`src/rtl/save_state_ctrl_pkg.sv`:
```
// Shared save-state definitions: controller FSM/op encodings and slot/memory sizing defaults.
package save_state_ctrl_pkg;

  localparam int NUM_SLOTS_DEF          = 4;
  localparam int SLOT_BITS_DEF          = 2;
  localparam int SAVE_STATE_BITS        = 16;
  localparam int SAVE_STATE_LAST_ADDRESS = (1 << SAVE_STATE_BITS) - 1;

  typedef enum logic [1:0] {
    ST_IDLE,
    ST_ARM,
    ST_ISSUE,
    ST_WAIT_DONE
  } ctrl_state_e;

  typedef enum logic {
    OP_SAVE,
    OP_LOAD
  } op_e;

endpackage

```
`src/rtl/save_state_ctrl_btn_debounce.sv`:
```
// Button conditioner: 2-flop synchronizer, stability counter, one-cycle pulse on committed rise.
module btn_debounce #(
  parameter int DEBOUNCE_CYCLES = 50000
) (
  input  logic clock,
  input  logic reset,
  input  logic btn,
  output logic req
);

  localparam int CW = (DEBOUNCE_CYCLES > 1) ? $clog2(DEBOUNCE_CYCLES) : 1;

  logic [1:0]    sync_q, sync_d;
  logic          lvl_q, lvl_d;
  logic [CW-1:0] cnt_q, cnt_d;
  logic          req_q, req_d;

  // Counter only runs while the synchronized level disagrees with the committed one,
  // so any bounce back to the committed level restarts the stability window.
  always_comb begin
    sync_d = {sync_q[0], btn};
    lvl_d  = lvl_q;
    cnt_d  = cnt_q;
    if (sync_q[1] == lvl_q) begin
      cnt_d = '0;
    end else if (cnt_q == CW'(DEBOUNCE_CYCLES - 1)) begin
      lvl_d = sync_q[1];
      cnt_d = '0;
    end else begin
      cnt_d = cnt_q + CW'(1);
    end
    req_d = lvl_d & ~lvl_q;
  end

  always_ff @(posedge clock) begin
    if (reset) begin
      sync_q <= '0;
      lvl_q  <= 1'b0;
      cnt_q  <= '0;
      req_q  <= 1'b0;
    end else begin
      sync_q <= sync_d;
      lvl_q  <= lvl_d;
      cnt_q  <= cnt_d;
      req_q  <= req_d;
    end
  end

  assign req = req_q;

endmodule

```
`src/rtl/save_state_ctrl.sv`:
```
// Save/load front-end: debounced requests, frame-aligned begin pulse, completion/timeout tracking.
module save_state_ctrl
  import save_state_ctrl_pkg::*;
#(
  parameter int DEBOUNCE_CYCLES = 50000,
  parameter int NUM_SLOTS       = NUM_SLOTS_DEF,
  parameter int SLOT_BITS       = SLOT_BITS_DEF,
  parameter int TIMEOUT_CYCLES  = 131072
) (
  input  logic                 clock,
  input  logic                 reset,
  input  logic                 save_btn,
  input  logic                 load_btn,
  input  logic [SLOT_BITS-1:0] slot_sel,
  input  logic                 frame_start,
  input  logic                 stall,
  output logic                 begin_save_state,
  output logic                 begin_load_state,
  output logic [SLOT_BITS-1:0] slot_addr,
  output logic [NUM_SLOTS-1:0] slot_valid,
  output logic                 busy,
  output logic                 done,
  output logic                 error
);

  localparam int TW = $clog2(TIMEOUT_CYCLES);

  logic save_req, load_req;

  btn_debounce #(.DEBOUNCE_CYCLES(DEBOUNCE_CYCLES)) u_save_db (
    .clock (clock),
    .reset (reset),
    .btn   (save_btn),
    .req   (save_req)
  );

  btn_debounce #(.DEBOUNCE_CYCLES(DEBOUNCE_CYCLES)) u_load_db (
    .clock (clock),
    .reset (reset),
    .btn   (load_btn),
    .req   (load_req)
  );

  ctrl_state_e          state_q, state_d;
  op_e                  op_q, op_d;
  logic [SLOT_BITS-1:0] slot_q, slot_d;
  logic [NUM_SLOTS-1:0] valid_q, valid_d;
  logic [TW-1:0]        tmo_q, tmo_d, tmo_inc;
  logic                 bsave_q, bsave_d;
  logic                 bload_q, bload_d;
  logic                 done_q, done_d;
  logic                 error_q, error_d;

  assign tmo_inc = (tmo_q == '1) ? tmo_q : tmo_q + TW'(1);

  always_comb begin
    state_d = state_q;
    op_d    = op_q;
    slot_d  = slot_q;
    valid_d = valid_q;
    tmo_d   = tmo_q;
    bsave_d = 1'b0;
    bload_d = 1'b0;
    done_d  = 1'b0;
    error_d = 1'b0;
    case (state_q)
      ST_IDLE: begin
        // Save has priority; a coincident load is simply dropped.
        if (save_req) begin
          slot_d  = slot_sel;
          op_d    = OP_SAVE;
          state_d = ST_ARM;
        end else if (load_req) begin
          if (valid_q[slot_sel]) begin
            slot_d  = slot_sel;
            op_d    = OP_LOAD;
            state_d = ST_ARM;
          end else begin
            error_d = 1'b1;
          end
        end
      end
      ST_ARM: begin
        if (frame_start) begin
          bsave_d = (op_q == OP_SAVE);
          bload_d = (op_q == OP_LOAD);
          state_d = ST_ISSUE;
        end
      end
      ST_ISSUE: begin
        tmo_d   = '0;
        state_d = ST_WAIT_DONE;
      end
      ST_WAIT_DONE: begin
        tmo_d = tmo_inc;
        if (!stall) begin
          done_d  = 1'b1;
          if (op_q == OP_SAVE) valid_d[slot_q] = 1'b1;
          state_d = ST_IDLE;
        end else if (tmo_inc == TW'(TIMEOUT_CYCLES - 1)) begin
          error_d = 1'b1;
          state_d = ST_IDLE;
        end
      end
      default: state_d = ST_IDLE;
    endcase
  end

  always_ff @(posedge clock) begin
    if (reset) begin
      state_q <= ST_IDLE;
      op_q    <= OP_SAVE;
      slot_q  <= '0;
      valid_q <= '0;
      tmo_q   <= '0;
      bsave_q <= 1'b0;
      bload_q <= 1'b0;
      done_q  <= 1'b0;
      error_q <= 1'b0;
    end else begin
      state_q <= state_d;
      op_q    <= op_d;
      slot_q  <= slot_d;
      valid_q <= valid_d;
      tmo_q   <= tmo_d;
      bsave_q <= bsave_d;
      bload_q <= bload_d;
      done_q  <= done_d;
      error_q <= error_d;
    end
  end

  assign begin_save_state = bsave_q;
  assign begin_load_state = bload_q;
  assign slot_addr        = slot_q;
  assign slot_valid       = valid_q;
  assign busy             = (state_q != ST_IDLE);
  assign done             = done_q;
  assign error            = error_q;

endmodule

```
`config.mk`:
```
export PLATFORM = sky130hd
export DESIGN_NAME = save_state_ctrl
export DESIGN_NICKNAME = d
export VERILOG_FILES = /design/src/rtl/save_state_ctrl_pkg.sv /design/src/rtl/save_state_ctrl_btn_debounce.sv /design/src/rtl/save_state_ctrl.sv
export SDC_FILE = /design/constraint.sdc
export NUM_CORES = 1
export LEC_CHECK = 0
export ABC_AREA = 1
export BUFFER_PORTS_ARGS = -buffer_cell sky130_fd_sc_hd__buf_2
export CAP_MARGIN = 10
export CELL_PAD_IN_SITES_DETAIL_PLACEMENT = 1
export CELL_PAD_IN_SITES_GLOBAL_PLACEMENT = 1
export CORE_MARGIN = 2
export CORE_UTILIZATION = 25
export CTS_CLUSTER_SIZE = 28
export DETAILED_ROUTE_END_ITERATION = 10
export GPL_ROUTABILITY_DRIVEN = 1
export PLACE_DENSITY = 0.51
export RECOVER_POWER = 25
export SLEW_MARGIN = 10
export SYNTH_ARGS = -nofsm -noshare
export SYNTH_HDL_FRONTEND = slang
export SYNTH_SLANG_ARGS = --single-unit
```
`constraint.sdc`:
```
create_clock -name clock -period 5.78 [get_ports clock]
set_input_delay 0.867 -clock clock [delete_from_list [all_inputs] [get_ports clock]]
set_output_delay 0.867 -clock clock [all_outputs]
set_load 0.02 [all_outputs]
```
After elaboration in Yosys (flattened, before gate mapping)
Cells that the tools add are included.

Register bits: 70. Output and inout port bits: 11. Logic and storage cells: 89. Bits of input ports: 8.

Equal/unequal tests: 13. Bitwise operators: 10. Reductions and logical operators: 13. Multiplexer cells: 30. Magnitude comparators: 3. Add/subtract/negate cells: 3.

Operator list (number): $eq A17 B17 Y1 const B (2); $pmux W17 S2 (1); $add A16 B1 Y16 const B (2); $eq A16 B16 Y1 const B (2); $mux W2 (9); $add A17 B1 Y17 const B (1); $mux W17 (1); $mux W1 (15); $reduce_or A3 Y1 (3); $pmux W2 S4 (1); $reduce_bool A2 Y1 (4); $not A1 Y1 (7); $lt A2 B3 Y1 const B (2); $reduce_and A3 Y1 (2); $eq A2 B2 Y1 const B (2); $or A4 B4 Y4 (1); $reduce_and A4 Y1 (1); $ne A3 B1 Y1 const B (1); $ne A3 B2 Y1 const B (1); $ne A3 B3 Y1 const B (1); $and A1 B1 Y1 (2); $bmux W1 S2 (1); $demux W1 S2 (1); $eq A1 B1 Y1 (2); other kinds (7) (7).

Longest topological paths before layout
Gate-level depths: netlist of run 1.

Depth in word-level cells: 6. Depth in mapped cells: 16. Mapped depth without buffers: 16.

Hierarchy
A second synthesis of run 1 with hierarchy kept.

Cell total of the unflattened synthesis: 547. Area, all modules: 3698.5 µm².

By module, submodules not included: btn_debounce (times used 2, area each 984.7 µm², cells an instance 142, seq. area each 400.4 µm²); save_state_ctrl (times used 1, area each 1729.2 µm², cells an instance 263, seq. area each 600.6 µm²).

Worst setup path after synthesis of run 1
Ideal clock, no wire load.

Path kind: reg2reg. Start: register tmo_q[0]. End: register state_q[0]. Setup slack: 3935 ps. Data required time: 5665 ps. Data arrival time: 1730 ps. Period minus slack after synthesis: 1845 ps. Library setup time: 115 ps. Buffers on the path: 1. Stages on the path, launching flop included: 16. Cell sequence: dfxtp_1 ha_1 inv_1 nor2_4 nand2_4 nor2_4 nand2_2 buf_6 nand2_1 nand4_1 nor2_1 nand2_1 nand2_2 nand3_1 nand2_1 nor2_1.

Longest elaborated chain between the ends: 5. Elaborated cells between the ends (all ways): 6. Those cells by class: add/sub: 1; eq/ne: 3; mux: 1; reduce/logical: 1.

RTL lines: from (decl) (line save_state_ctrl.sv:48) `logic [TW-1:0] tmo_q, tmo_d, tmo_inc;`; from (signal assigned) (line save_state_ctrl.sv:125) `tmo_q <= tmo_d;`; $add A17 B1 Y17 / $eq A17 B17 Y1 (equally long branches) (line save_state_ctrl.sv:54) `assign tmo_inc = (tmo_q == '1) ? tmo_q : tmo_q + TW'(1);`; $mux W17 * (line save_state_ctrl.sv:54); $eq A17 B17 Y1 * (line save_state_ctrl.sv:100) `end else if (tmo_inc == TW'(TIMEOUT_CYCLES - 1)) begin`; $ne A3 B3 Y1 (no line) *; $reduce_and A4 Y1 (no line) *; to (signal assigned) (line save_state_ctrl.sv:121) `state_q <= state_d;`; to (decl) (line save_state_ctrl.sv:44) `ctrl_state_e state_q, state_d;`.

Every way passes the cells marked *; elsewhere a longest branch is shown, timed or not. A chain may end at the register's enable or synchronous reset.

Worst setup path after layout of run 1
Start: input port reset. End: register u_save_db.cnt_q[15].

Longest elaborated chain between the ends: 1.

RTL lines: from (decl) (line save_state_ctrl.sv:11) `input logic reset,`; $reduce_or A3 Y1 (no line); to (signal assigned) (line save_state_ctrl_btn_debounce.sv:44) `cnt_q <= cnt_d;`; to (decl) (line save_state_ctrl_btn_debounce.sv:15) `logic [CW-1:0] cnt_q, cnt_d;`.

No other way between the ends.

==> results of run 1 <==
flip-flops by register name, summed over array words and instances, names as in the netlist, 2 cells and up:
name              flops
slot_valid            4
u_load_db.cnt_q      16
state_q               2
u_load_db.sync_q      2
u_save_db.sync_q      2
slot_addr             2
u_save_db.cnt_q      16
tmo_q                17
final timing paths:
check,start,to,cells after the start
hold reg to reg,u_save_db.sync_q[0],u_save_db.sync_q[1],2
setup / recovery,reset,u_save_db.cnt_q[15],5
setup reg to reg,state_q[0],tmo_q[1],4
hold / removal,u_save_db.sync_q[0],u_save_db.sync_q[1],2
per-layer routing:
layer	part of all wire (%)	global-route usage, %
met1	49	15.7
met2	47	21.8
met3	2.3	3.21
met4	2.1	4.93
met5	0	0
layout by cell type, fill, tap and decap left out, types with 2 or more instances in the layout:
master     instances
clkinv_2           3
ha_1               7
a31oi_1            3
or2_2              2
xor2_1            10
nor2_1            64
o22ai_1            2
clkbuf_1          13
nand2_1          105
nor2_4             4
clkbuf_16          9
o21ai_1            3
o21bai_1           2
and3_1             2
nand3_1           31
xnor2_1            4
inv_1             67
nor3b_1            6
nor3_1            12
o21a_1             3
and2_1             2
a21oi_1           38
nand2_2            4
o21ai_0           16
buf_2              7
nand4_1            7
dfxtp_1           70
nor4_1             6
tightest hold or removal path: stages, from the launching register on:
cell     delay [ns]
dfxtp_1        0.29
inv_1          0.04
nor2_1         0.03
cell families after synthesis:
kind of cell / Yosys count
buffers and inverters: 76
and+or+nand+nor: 247
DFF: 70
AOI/OAI and AO/OA: 69
xor gates and xnor gates: 14
adders and majority gates: 7
area by class of cell:
cell class                      instances  area [sq um]
Multi-Input combinational cell        337          1680
Clock buffer                           12           246
Tap cell                              176           220
Sequential cell                        70          1400
Timing Repair Buffer                   18          76.3
Fill cell                            1668          9290
Inverter                               68           255
Clock inverter                          4          22.5
metrics by stage:
stage / setup slack, ns / utilization, % / instances / hold WS, ns
after floorplan: 3.94 / - / 483 / 0.388
after global placement: 3.17 / 27.7 / 669 / 0.397
after detailed placement: 3.08 / 27.7 / 669 / 0.405
after CTS: 3.36 / 29.7 / 685 / 0.410
after global routing: 2.68 / 29.6 / 685 / 0.431
final: 2.97 / 29.6 / 685 / 0.405
power by group:
part | leakage (nW) | switching [mW] | total, mW | internal [mW]
registers | 0.565 | 0.000714 | 0.485 | 0.484
logic | 0.719 | 0.0110 | 0.0152 | 0.00412
clock network | 0.132 | 0.203 | 0.503 | 0.300
==> flow_metrics.py, run 1 <==
metrics = {
    "pwr": {
        "p_per_area_nw_per_um2": 257,
        "vdd_drop_max_mv": 0.138,
        "p_total_mw": 1.00,
        "p_leak_nw": 1.42,
    },
    "timing": {
        "layout_min_cycle_time_ns": 2.81,
        "rsz0062_at_grt": "false",
        "timing.fmax_mhz": 356,
        "relSlewSlack_pct": 30.0,
        "hold_viol": 0,
        "tightestPinTransition_ns": 1.05,
        "setup_viol": 0,
        "drv_slew": 0,
        "fin_crit_sh_pct": 48.6,
        "tns_ns": 0,
        "finClkSkew_ns": 0.00366,
    },
    "critical_path": {
        "required_ns": 6.00,
        "crit_path_end_kind": "flop",
        "path_max_fanout": 22,
        "cp_cell_sequence": "clkbuf_1, inv_1, nand3_1, a21oi_1, o21a_1",
        "cp_top_family": "buffers and inverters",
        "crit_type": "input pin to flop",
        "arrival_ns": 3.03,
        "critPathBufInv": 2,
        "crit_path_max_incr_delay_ns": 0.76,
        "cp_slowest_cell": "clkbuf_1",
        "r2r_setup_slack_ns": 3.43,
        "startpoint_type": "input pin",
    },
    "placement": {
        "port_buffers": 18,
        "gp_congestion": 0.732,
        "post-dp-hpwl_microns": 6510,
        "place_area_sq_um": 3650,
    },
    "floorplan": {
        "io_pins": 19,
        "die_h_microns": 120,
        "core_area_sq_um": 13200,
        "initial_utilization_pct": 25.6,
        "die_w_microns": 120,
        "dieArea_sq_um": 14400,
        "rows": 42,
    },
    "cells_and_area": {
        "stdcell_area_sq_um": 3900,
        "drive_above_1_share_pct": 6.48,
        "nets": 519,
        "area_delta_synth_final_pct": 15.6,
        "antennaDiodeCount": 0,
    },
    "clock_network": {
        "holdBufCountCts": 0,
        "cts_tree": "yes",
        "numClockSinks": 70,
        "h-tree-depth": 3,
        "post_cts_resized": 0,
        "cts_buffers": 9,
        "clk_path_buf_depth": 2,
        "clk_transition_reported_paths_ns": 0.06,
        "clock_latency_ns": 0.33,
        "clock-root-buffer": "clkbuf_16",
        "post-cts-setup-buffer-count": 0,
    },
    "synth": {
        "synth_cell_type_count": 33,
        "synth-simple-area-share_pct": 32.6,
        "synthAdderAreaFrac_pct": 2.59,
        "netlist.area_leader.share_pct": 41.5,
        "synth-seq-cells": 70,
        "yosysSeqAreaShare_pct": 41.5,
        "synth.most_common_cell": "nand2_1",
        "synth_area_leader_cell": "dfxtp_1",
        "synthTopCellsByCount": "nand2_1, dfxtp_1, inv_1",
        "ys.flop_type": "dfxtp_1",
        "syn_area_per_cell_sq_um": 6.99,
        "synth_nets": 498,
        "synth_top_cells_by_area": "dfxtp_1, nand2_1, inv_1",
        "synth-xor-area-share_pct": 3.63,
        "synth-compound-area-share_pct": 10.9,
        "muxShareOfSynthArea_pct": 0,
        "syn_area_sq_um": 3380,
        "synth_enable_flop_cells": 0,
        "synth_top_family_by_area": "simple AND/OR/NAND/NOR gates",
        "async_flop_share_pct": 0,
        "syn-instance-count": 483,
        "yosysWarnings": 0,
    },
    "global_routing": {
        "antenna_found_initial": 0,
        "overflow": 0,
        "grt_max_degree": 23,
        "grt_pass1_vias": 3135,
        "grt_use_total_pct": 12.9,
        "grt_pass1_wl_microns": 14900,
    },
    "outcome": {
        "status": "finished, final reports clean",
    },
    "route": {
        "num_vias": 3042,
        "drc": 0,
        "dr.pass1.iters": 4,
        "postRouteAntennaNets": 0,
        "drt-initial-drc-count": 103,
        "wl_per_cell_microns": 12.5,
        "viasPerCell": 4.44,
        "wl_microns": 8570,
    },
    "min_path": {
        "hp-class": "flop to flop",
    },
    "job": {
        "drv_cap": 0,
    },
}
No activity file was read; power rests on OpenSTA's default activity.
==> inputs of run 2 (changes only) <==
--- a/config.mk
+++ b/config.mk
@@ -5,7 +5,7 @@
 export SDC_FILE = /design/constraint.sdc
 export NUM_CORES = 1
 export LEC_CHECK = 0
-export ABC_AREA = 1
+export ABC_AREA = 0
 export BUFFER_PORTS_ARGS = -buffer_cell sky130_fd_sc_hd__buf_2
 export CAP_MARGIN = 10
 export CELL_PAD_IN_SITES_DETAIL_PLACEMENT = 1
==> constraint.sdc (replaced) <==
create_clock -name clock -period 2.3 [get_ports clock]
set_input_delay 0.345 -clock clock [delete_from_list [all_inputs] [get_ports clock]]
set_output_delay 0.345 -clock clock [all_outputs]
set_load 0.02 [all_outputs]
==> flow_metrics.py, run 2 <==
metrics = {
    "timing": {
        "relSlewSlack_pct": 50.1,
        "hold_viol": 0,
        "tns_ns": -0.876,
        "setup_viol": 3,
        "setup_ws_ns": -0.332,
        "tightestPinTransition_ns": 0.748,
        "rsz0062_at_grt": "true",
        "timing.fmax_mhz": 380,
        "hold-worst-slack_ns": 0.229,
        "finClkSkew_ns": 0.00275,
        "layout_min_cycle_time_ns": 2.63,
        "fin_crit_sh_pct": 114,
        "drv_slew": 0,
    },
    "critical_path": {
        "arrival_ns": 2.85,
        "r2r_cells": 8,
        "startpoint_type": "flop",
        "required_ns": 2.52,
        "crit_type": "flop to flop",
        "path_max_fanout": 3,
        "crit_path_end_kind": "flop",
    },
    "global_routing": {
        "antenna_found_initial": 0,
        "grt_pass1_wl_microns": 15000,
        "overflow": 0,
        "grt_pass1_vias": 3056,
        "grt_max_degree": 17,
        "grt_use_total_pct": 13.0,
    },
    "pwr": {
        "swShare_pct": 25.0,
        "pwr-share-comb_pct": 8.3,
        "power.share.sequential_pct": 45.0,
        "vdd_drop_max_mv": 0.321,
        "p_leak_nw": 1.59,
        "p_switching_uw": 693,
        "internal-power_mw": 2.07,
        "p_total_mw": 2.77,
        "p_per_area_nw_per_um2": 639,
        "clockPowerShare_pct": 46.8,
    },
    "synth": {
        "syn-instance-count": 399,
        "synth_nets": 414,
        "synthTopCellsByCount": "nor2_1, dfxtp_1, nand2_1",
        "synth_top_cells_by_area": "dfxtp_1, nor2_1, xnor2_1",
        "synth-seq-cells": 70,
        "yosysSeqAreaShare_pct": 40.8,
        "syn_area_sq_um": 3430,
        "async_flop_share_pct": 0,
        "synth_enable_flop_cells": 0,
        "synth_cell_type_count": 58,
        "synth.most_common_cell": "nor2_1",
        "yosysWarnings": 0,
        "syn_area_per_cell_sq_um": 8.61,
        "ys.flop_type": "dfxtp_1",
        "synth_area_leader_cell": "dfxtp_1",
        "netlist.area_leader.share_pct": 40.8,
    },
    "floorplan": {
        "die_h_microns": 121,
        "die_w_microns": 121,
        "initial_utilization_pct": 25.7,
        "core_area_sq_um": 13300,
        "dieArea_sq_um": 14700,
        "rows": 42,
        "io_pins": 19,
    },
    "route": {
        "postRouteAntennaNets": 0,
        "viasPerCell": 4.65,
        "wl_per_cell_microns": 13.8,
        "drt-initial-drc-count": 87,
        "wl_microns": 8890,
        "drc": 0,
        "dr.pass1.iters": 4,
        "num_vias": 2992,
    },
    "cells_and_area": {
        "nets": 477,
        "mostFrequentLayoutCells": "nor2_1, dfxtp_1, buf_4",
        "area_delta_synth_final_pct": 26.1,
        "max_flop_register": "tmo_q",
        "reg.largest.list": "tmo_q: 17 flops, u_load_db.cnt_q: 16 flops, u_save_db.cnt_q: 16 flops",
        "largest_reg_flops": 17,
        "antennaDiodeCount": 0,
        "drive_above_1_share_pct": 21.6,
        "final_common_cell": "nor2_1",
    },
    "min_path": {
        "whs_path_depth": 2,
        "hp-class": "input pin to flop",
    },
    "clock_network": {
        "clk_path_buf_depth": 2,
        "cts_tree": "yes",
        "clock-root-buffer": "clkbuf_16",
        "clock_latency_ns": 0.33,
        "h-tree-depth": 3,
        "holdBufCountCts": 0,
        "numClockSinks": 70,
        "cts_buffers": 9,
        "clk_transition_reported_paths_ns": 0.06,
    },
    "placement": {
        "port_buffers": 18,
        "post-dp-hpwl_microns": 6610,
        "gp_congestion": 0.801,
    },
    "outcome": {
        "status": "finished, violations left",
        "violations": "negative setup slack",
    },
    "job": {
        "drv_cap": 0,
    },
}
## run 2: cell types whose count changed after synthesis, moves of 8 or more
cell	change
a21oi_1	-25
and3_1	+10
inv_1	-59
mux2i_1	+8
nand2_1	-71
nand3_1	-9
nor2_1	+10
nor2b_1	+8
nor3_1	-8
xnor2_1	+12
## run 2: cell type report
type	count	area, sq um
Fill cell	1637	9020
Multi-Input combinational cell	304	1940
Sequential cell	70	1410
Timing Repair Buffer	69	453
Clock buffer	11	243
Tap cell	176	220
Clock inverter	5	35.0
Inverter	8	30.0
## run 2: worst max-delay path, stage by stage (launching register included)
cell and delay [ns]:
dfxtp_2 0.35, ha_4 0.15, nand3_4 0.09, nor4_4 0.19, and2_4 0.20, mux2_4 0.29
or4_4 0.53, or3b_4 0.41, a311o_1 0.31
## run 2: layer usage
metal  wire length (microns)  vias up  GRT usage [%]
met5                       0        -              0
met4                     151        0           4.53
met3                     186       12           3.15
met2                    4250       22           21.6
met1                    4290     1442           16.3
li1                        -     1516              -
## run 2: final timing paths
check                     start                   to  slack (ns)
max                    tmo_q[1]           state_q[1]       -0.33
min                    save_btn  u_save_db.sync_q[0]        0.23
max reg2reg            tmo_q[1]           state_q[1]       -0.33
min reg2reg  u_save_db.cnt_q[0]   u_save_db.cnt_q[0]        0.45
## run 2: power by group through the flow
stage                     combinational, mW  clock, mW  sequential [mW]
after floorplan                       0.167          0             1.27
after global placement                0.229          0             1.27
after detailed placement              0.233          0             1.27
after CTS                             0.233       1.35             1.24
after global routing                  0.260       1.39             1.25
final                                 0.228       1.29             1.24
## run 2: kinds of logic (layout without fill, tap and decap cells)
family	after synthesis	after routing	synth area share (%)
multiplexers	12	12	4.08
flip-flops	70	70	40.8
XOR/XNOR	30	30	7.65
adder cells (fa/ha/maj)	7	7	2.55
buffers and inverters	25	93	3.64
AO/OA/AOI/OAI	53	53	10.5
AND/OR/NAND/NOR	202	202	30.8
## run 2: repair_timing
| action | 4_1_cts | 5_1_grt |
|---|---|---|
| resized for setup | 0 | 0 |
| buffers inserted | 2 | 0 |
| setup endpoints to repair | 3 | 3 |
## run 2: stage by stage
step	utilization (%)	worst slack [ns]	cell area [sq um]	std cells
floorplan	-	-0.384	3480	399
global placement	30.4	-0.300	4060	625
detailed placement	30.4	-0.334	4060	625
CTS	32.6	-0.333	4350	643
global route	32.5	-0.390	4330	643
finish	32.5	-0.332	4330	643
==> inputs of run 3 (changes only) <==
--- a/config.mk
+++ b/config.mk
@@ -16,7 +16,7 @@
 export DETAILED_ROUTE_END_ITERATION = 10
 export GPL_ROUTABILITY_DRIVEN = 1
 export PLACE_DENSITY = 0.51
-export RECOVER_POWER = 25
+export SETUP_SLACK_MARGIN = 0.02
 export SLEW_MARGIN = 10
 export SYNTH_ARGS = -nofsm -noshare
 export SYNTH_HDL_FRONTEND = slang
==> flow_metrics.py, run 3 (synthesis gave the netlist of run 2 again) <==
metrics = {
    "placement": {
        "post-dp-hpwl_microns": 6610,
        "place_area_sq_um": 4060,
        "gp_congestion": 0.801,
        "post-place-ws_ns": -0.334,
        "port_buffers": 18,
    },
    "floorplan": {
        "initial_utilization_pct": 25.7,
        "core_area_sq_um": 13300,
        "die_w_microns": 121,
        "die_h_microns": 121,
        "io_pins": 19,
        "rows": 42,
        "dieArea_sq_um": 14700,
    },
    "cells_and_area": {
        "antennaDiodeCount": 0,
        "post-route-util_pct": 32.6,
        "area_delta_synth_final_pct": 26.7,
        "regArea_sq_um": 1410,
        "drive_above_1_share_pct": 24.2,
        "reg.largest.list": "tmo_q: 17 flops, u_load_db.cnt_q: 16 flops, u_save_db.cnt_q: 16 flops",
        "fillCellCount": 1631,
        "final_common_cell": "nor2_1",
        "multiInputGateArea_sq_um": 1940,
        "mostFrequentLayoutCells": "nor2_1, dfxtp_1, buf_4",
        "stdcell_area_sq_um": 4350,
        "max_flop_register": "tmo_q",
        "largest_reg_flops": 17,
        "nets": 477,
    },
    "clock_network": {
        "h-tree-depth": 3,
        "clk_path_buf_depth": 2,
        "numClockSinks": 70,
        "cts_tree": "yes",
        "clk_transition_reported_paths_ns": 0.06,
        "cts_buffers": 9,
        "holdBufCountCts": 0,
        "clock-root-buffer": "clkbuf_16",
        "clock_latency_ns": 0.33,
    },
    "pwr": {
        "p_total_mw": 2.77,
        "swShare_pct": 25.0,
        "internal-power_mw": 2.08,
        "vdd_drop_max_mv": 0.321,
        "p_switching_uw": 693,
        "clockPowerShare_pct": 46.8,
        "power.share.sequential_pct": 44.9,
        "p_per_area_nw_per_um2": 636,
        "pwr-share-comb_pct": 8.3,
        "p_leak_nw": 1.64,
    },
    "critical_path": {
        "arrival_ns": 2.85,
        "cp_top_family": "simple AND/OR/NAND/NOR gates",
        "startpoint_type": "flop",
        "crit_path_end_kind": "flop",
        "crit_path_max_incr_delay_ns": 0.53,
        "critPathBufInv": 0,
        "cp_cell_sequence": "ha_4, nand3_4, nor4_4, and2_4, mux2_4, or4_4, or3b_4, a311o_1",
        "path_max_fanout": 3,
        "cp_slowest_cell": "or4_4",
        "required_ns": 2.52,
        "crit_type": "flop to flop",
    },
    "global_routing": {
        "grt_pass1_wl_microns": 15000,
        "grt_use_total_pct": 13.0,
        "overflow": 0,
        "grt_max_degree": 17,
        "grt_pass1_vias": 3056,
        "antenna_found_initial": 0,
    },
    "min_path": {
        "hp-class": "input pin to flop",
    },
    "route": {
        "postRouteAntennaNets": 0,
        "viasPerCell": 4.65,
        "drc": 0,
        "num_vias": 2987,
        "wl_microns": 8880,
        "drt-initial-drc-count": 81,
        "dr.pass1.iters": 4,
        "wl_per_cell_microns": 13.8,
    },
    "timing": {
        "rsz0062_at_grt": "true",
        "drv_slew": 0,
        "hold_viol": 0,
        "tightestPinTransition_ns": 0.495,
        "setup_viol": 3,
        "finClkSkew_ns": 0.00279,
        "timing.fmax_mhz": 380,
        "relSlewSlack_pct": 67.0,
        "fin_crit_sh_pct": 114,
        "setup_ws_ns": -0.332,
        "hold-worst-slack_ns": 0.229,
        "layout_min_cycle_time_ns": 2.63,
    },
    "outcome": {
        "status": "finished, violations left",
        "violations": "negative setup slack",
    },
    "job": {
        "drv_cap": 0,
    },
}
run 3: cell type report:
| cell class | count | share of cell area, % |
|---|---|---|
| Tap cell | 176 | 5.06 |
| Sequential cell | 70 | 32.5 |
| Inverter | 8 | 0.690 |
| Timing Repair Buffer | 69 | 10.9 |
| Clock buffer | 11 | 5.58 |
| Multi-Input combinational cell | 304 | 44.5 |
| Clock inverter | 5 | 0.805 |
run 3: per-layer routing:
metal,up-vias,GRT usage (%),part of all wire (%)
met2,22,21.6,48
met5,-,0,0
met3,12,3.15,2.1
met1,1440,16.3,48
met4,0,4.53,1.7
li1,1513,-,-
run 3: final timing paths:
kind                      startpoint                  end  slack [ns]  cells past startpoint
hold reg to reg   u_save_db.cnt_q[0]   u_save_db.cnt_q[0]        0.45                      1
setup / recovery            tmo_q[1]           state_q[1]       -0.33                      8
setup reg to reg            tmo_q[1]           state_q[1]       -0.33                      8
hold / removal              save_btn  u_save_db.sync_q[0]        0.23                      2
run 3: timing repair:
item | 4_1_cts | 5_1_grt
setup buffers | 2 | 0
setup endpoints to repair | 3 | 3
resized for setup | 0 | 0
run 3: power groups by stage:
stage | combinational (mW) | sequential [mW] | clock (mW)
after global placement | 0.229 | 1.27 | 0
after floorplan | 0.167 | 1.27 | 0
after CTS | 0.233 | 1.24 | 1.35
after global routing | 0.262 | 1.25 | 1.39
after detailed placement | 0.233 | 1.27 | 0
final | 0.231 | 1.24 | 1.29
run 3: metrics by stage:
stage,cells,setup TNS (ns)
6_report,643,-0.876
5_1_grt,643,-1.08
4_1_cts,643,-0.878
3_5_place_dp,625,-0.875
3_3_place_gp,625,-0.787
2_1_floorplan,399,-1.03
